[src/rtl/alu_pkg.sv]
// Shared ALU opcode constants and multiply-sequencer state encoding.
package alu_pkg;

    localparam logic [3:0] ALU_ADD = 4'b0000;
    localparam logic [3:0] ALU_SUB = 4'b0010;
    localparam logic [3:0] ALU_AND = 4'b0100;
    localparam logic [3:0] ALU_OR  = 4'b0101;
    localparam logic [3:0] ALU_XOR = 4'b0110;
    localparam logic [3:0] ALU_NOT = 4'b0111;
    localparam logic [3:0] ALU_LSR = 4'b1000;
    localparam logic [3:0] ALU_LSL = 4'b1001;

    typedef enum logic [1:0] {
        S_IDLE = 2'd0,
        S_ITER = 2'd1,
        S_DONE = 2'd2
    } seq_state_t;

endpackage

[src/rtl/alu_mul_seq.sv]
// Shift-add unsigned multiplier that borrows the shared ALU; CPU requests pass through when idle.
// Optional MUL_EARLY_EXIT_EN: a zero operand skips the iterations and finishes in one cycle.
module alu_mul_seq
    import alu_pkg::*;
#(
    parameter int WIDTH = 8,
    parameter int CNT_W = 3
) (
    input  logic               clk,
    input  logic               rst_n,
    input  logic               start,
    input  logic [WIDTH-1:0]   mul_a,
    input  logic [WIDTH-1:0]   mul_b,
    output logic               busy,
    output logic               done,
    output logic [2*WIDTH-1:0] product,
    output logic               cpu_stall,
    input  logic [WIDTH-1:0]   cpu_A,
    input  logic [WIDTH-1:0]   cpu_B,
    input  logic               cpu_cin,
    input  logic [3:0]         cpu_ALUop,
    output logic [WIDTH-1:0]   A,
    output logic [WIDTH-1:0]   B,
    output logic               Ext_cin,
    output logic [3:0]         ALUop,
    input  logic [WIDTH-1:0]   y,
    input  logic               c,
    output seq_state_t         dbg_state
);

    seq_state_t       state;
    logic [WIDTH-1:0] m;
    logic [WIDTH-1:0] p_hi;
    logic [WIDTH-1:0] p_lo;
    logic [CNT_W-1:0] cnt;
    logic [WIDTH:0]   sum;

`ifdef MUL_EARLY_EXIT_EN
    logic zero_ops;
    assign zero_ops = (mul_a == '0) || (mul_b == '0);
`endif

    assign busy      = (state == S_ITER);
    assign cpu_stall = busy;
    assign dbg_state = state;

    // Owner mux: the sequencer only takes the ALU while iterating, DONE included in pass-through.
    assign A       = busy ? p_hi : cpu_A;
    assign B       = busy ? m : cpu_B;
    assign Ext_cin = busy ? 1'b0 : cpu_cin;
    assign ALUop   = busy ? ALU_ADD : cpu_ALUop;

    // Partial sum including ALU carry; the add result is only kept when the multiplier bit is set.
    always_comb begin
        sum = {1'b0, p_hi};
        if (p_lo[0]) begin
            sum = {c, y};
        end
    end

    always_ff @(posedge clk or negedge rst_n) begin
        if (!rst_n) begin
            state   <= S_IDLE;
            done    <= 1'b0;
            product <= '0;
            m       <= '0;
            p_hi    <= '0;
            p_lo    <= '0;
            cnt     <= '0;
        end else begin
            done <= 1'b0;
            case (state)
                S_IDLE, S_DONE: begin
                    if (start) begin
                        m    <= mul_a;
                        p_hi <= '0;
                        p_lo <= mul_b;
                        cnt  <= '0;
`ifdef MUL_EARLY_EXIT_EN
                        if (zero_ops) begin
                            state   <= S_DONE;
                            done    <= 1'b1;
                            product <= '0;
                        end else begin
                            state <= S_ITER;
                        end
`else
                        state <= S_ITER;
`endif
                    end else begin
                        state <= S_IDLE;
                    end
                end
                S_ITER: begin
                    {p_hi, p_lo} <= {sum, p_lo[WIDTH-1:1]};
                    cnt          <= cnt + 1'b1;
                    if (cnt == CNT_W'(WIDTH - 1)) begin
                        state   <= S_DONE;
                        done    <= 1'b1;
                        product <= {sum, p_lo[WIDTH-1:1]};
                    end
                end
                default: state <= S_IDLE;
            endcase
        end
    end

endmodule

[config.mk]
export PLATFORM = sky130hd
export DESIGN_NAME = alu_mul_seq
export DESIGN_NICKNAME = d
export VERILOG_FILES = /design/src/rtl/alu_pkg.sv /design/src/rtl/alu_mul_seq.sv
export SDC_FILE = /design/constraint.sdc
export NUM_CORES = 1
export LEC_CHECK = 0
export ABC_AREA = 0
export CAP_MARGIN = 20
export CORE_MARGIN = 1.5
export CORE_UTILIZATION = 62
export CTS_CLUSTER_DIAMETER = 150
export DETAILED_ROUTE_END_ITERATION = 7
export DONT_BUFFER_PORTS = 1
export PLACE_DENSITY = 0.76
export SLEW_MARGIN = 20
export SYNTH_ARGS = -nofsm -noshare
export SYNTH_HDL_FRONTEND = slang
export SYNTH_SLANG_ARGS = --single-unit
export TNS_END_PERCENT = 30
[constraint.sdc]
create_clock -name clk -period 1.7 [get_ports clk]
set_input_delay 0.34 -clock clk [delete_from_list [all_inputs] [get_ports clk]]
set_output_delay 0.34 -clock clk [all_outputs]
set_load 0.005 [all_outputs]
==> impl_results.md <==
- Fmax: around 0.6 GHz
- CTS sink count: between 40 and 50
- Int Power: between 0.003 and 0.004 W
- Crit path setup slack, layout: between 0.04 and 0.05 ns
- Synth unique cells: 21
- Sw Pwr: about 0.0018 W
- Hold Fails Final Rpt: 0
- Power density over the cells: between 1500 and 2000 mW/mm^2
- Post-route ant nets: 0
- Worst setup EP type: primary output
- Sequential Power Share: 0.403
- CP required: ~1.4 ns
- Status: completed
- Iteration-0 DRC Markers: 65
- Actual slew at the worst max-slew pin: about 0.27 ns
- Syn_nets: approximately 250
- Crit-path max FO: 6
- Post-Synthesis Cells: ~200
- Met2 Resource Use GR: 0.382
- Final period utilization: 0.974
- Vias in the first global route: around 1300
- Die ar.: 0.00371 mm^2
- Clk root buf: clkbuf_4
- Fraction of layout cells with a size suffix above 1: 0.290
- Slew headroom: 0.818
- Cell count of the worst hold path: 1
- Place WS: about 0.19 ns
- WL final: between 4000 and 5000 um
- Cell Area, Synth: approximately 0.0021 mm^2
- Slowest stage delay, CP: 0.40 ns
- Leading cell type in the layout, fill and taps excluded: nand2_1
- Min-delay src: mul_a[7]
- Dpl cell area: about 0.0022 mm^2
- # port buffers: 0
- # H-tree levels: 2
- Post-layout util: 0.788
- DR DRC count: 0
- Maximum VDD drop: about 0.0013 V
- First-pass GRT wire length: 5900 um
- Max-Cap Viols: 0
- Net Sw Frac: 0.377
- Worst Skew: approximately 0.0093 ns
- Crit path kind: flop to primary output
- Final Setup Violations: 0
- Worst R2R End: m[6]$_DFFE_PN0P_
- Antenna violations before repair: 0
- Worst Hold Class: input pin to flop
- GR Util met3: 0.0853
- Height of the die: 60.9 um
- Worst r2r src: dbg_state[0]$_DFFE_PN0P_
- Largest net degree at the start of global routing: 47
- Fin crit period: about 1.7 ns
- GR Overflow Total: 0
- Met1 Track Usage GR: 0.262
- WL/cell: 17.0 um
- Flop2flop setup slack: ~0.09 ns
- Deepest clock path buffer count: 2
- CP startpoint kind: flop
- DRT Pass-1 Iters: 4
- RSZ-0062 raised after global routing: yes
- Width of the die: 60.9 um
- Hold Crit Endpoint: m[7]$_DFFE_PN0P_
- Clk pwr share: 0.125
- Yosys Warn Count: 0
- Fill cell count: 204
- Core footprint: around 0.0031 mm^2
- CTS tree: done
- Slowest cell on the critical path: dfrtp_1
- Post-synthesis sequential area ratio: 0.553
- Total CTS buffers: 5
- FF-to-FF path depth: 5
- Row Count: 20
- Seq cells post-synth: 46
- Logic pwr share: 0.472
- Most frequent cells in the layout: nand2_1 (53), dfrtp_1 (46), o21ai_0 (16), mux2_2 (16), mux2i_1 (15)
- Worst skew pair latency: 0.36 ns
- Mean Syn Cell Area: roughly 11 um^2
- I/O pins: 91
- CP most frequent cell: nand2_1
- Final instance area: 0.00247 mm^2
- Hpwl dp: between 2000 and 3000 um
- Synthesis-to-finish area growth: 18.5%
- CP Cell Sequence: nand2b_4 > inv_8 > clkbuf_16 > nand2_1 > nand2_1
- # diodes: 0
- Grt peak-use layer: met2
- Total GRT Usage: 0.225
- Buf/Inv on CP: 2
- Kind of cell adding the most delay to the critical path: flip-flops
- Leak: 1.18 nW
- Worst-path clk slew: approximately 0.13 ns
- Vias: between 1500 and 2000
- Post-DR vias/cell: about 5.8
- Final nets: around 260
- Final setup TNS: 0 ns
- Max-slew violations: 0
- Initial Utilization: 0.665
- Gpl congestion: 0.755
- Arrival time worst endpoint: between 1 and 1.5 ns
## cells in the mapped netlist
library cell   n  share of area
inv_1          2         0.0036
a221o_1        1         0.0048
inv_2          1         0.0018
nor2_1         2         0.0036
nand2b_1       1         0.0030
ha_1           2          0.012
o21ai_0       16          0.038
buf_4          3          0.011
a22o_1         2         0.0084
nand2_1       65           0.12
nand3b_2       1         0.0054
o2bb2ai_1      8          0.034
mux2_2        16          0.087
o21bai_1       1         0.0036
and2_1         5          0.015
mux2i_1       15          0.072
buf_6          1         0.0054
nor2b_1        1         0.0030
buf_2          3         0.0072
dfrtp_1       46           0.55
clkbuf_1       6          0.011
## worst register-to-register path: cells and delay by family, from the launching register on
kind                   cells  cell delay (ns)
buffers and inverters      3             0.55
muxes                      1             0.37
and+or+nand+nor            1             0.15
DFF                        1             0.43
## power by group through the flow
stage                     Sequential, W  Clock, W  Combinational, W
after floorplan                 0.00188         0           0.00139
after global routing            0.00204  0.000687           0.00253
after detailed placement        0.00198         0           0.00175
after global placement          0.00194         0           0.00166
final                           0.00198  0.000615           0.00231
after CTS                       0.00195  0.000631           0.00180
## flip-flops by register name (all words and copies together) (netlist names)
signal / cells
dbg_state: 2
done: 1
cnt: 3
product: 16
p_hi: 8
m: 8
p_lo: 8
## logic make-up after synthesis
family,after synthesis,share of synthesized area
fa+ha+maj,2,0.0120
mux,31,0.159
buf+inv,16,0.0397
compound gates,28,0.0890
flops,46,0.553
simple gates,75,0.147
## repair_timing
item | in CTS | in global routing
buffers inserted | 0 | 4
hold buffers | 2 | 0
resized for setup | 1 | 27
hold endpoints to repair | 46 | 0
pin swaps | 0 | 6
gates cloned | 0 | 3
setup endpoints to repair | 21 | 21
## cell type report
cell class | instances | area, um^2 | share of cell area
sequential | 46 | 1150 | 0.467
multi-input combinational | 136 | 892 | 0.362
timing repair buffer | 21 | 270 | 0.110
clock buffer | 8 | 78.8 | 0.0320
tap | 44 | 55.1 | 0.0223
inverter | 3 | 18.8 | 0.00761
## how the worst max path moves through the flow
stage                              end  slack (ns)  cells after the start                     start
3_3_place_gp    product[2]$_DFFE_PN0P_        0.24                      4        cnt[0]$_DFFE_PN0P_
5_1_grt                           A[6]       -0.04                      5  dbg_state[1]$_DFFE_PN0P_
2_1_floorplan  product[10]$_DFFE_PN0P_        0.28                      6        cnt[0]$_DFFE_PN0P_
4_1_cts                           B[2]       -0.04                      5  dbg_state[1]$_DFFE_PN0P_
6_report                          A[0]        0.04                      5  dbg_state[1]$_DFFE_PN0P_
3_5_place_dp    product[2]$_DFFE_PN0P_        0.19                      4        cnt[0]$_DFFE_PN0P_
## stage by stage
step	hold WS [ns]	power (W)	cells
after floorplan	0.0444	0.00327	198
after global placement	0.0453	0.00360	241
after detailed placement	0.0454	0.00373	241
after CTS	0.106	0.00439	251
after global routing	0.0797	0.00526	258
final	0.120	0.00490	258
## layer usage
layer | up-vias | routed length, um
met3 | 5 | 314
met4 | 0 | 48
li1 | 695 | -
met5 | - | 0
met1 | 739 | 1790
met2 | 62 | 2250
Note: power is estimated with default switching activity, not from simulation.
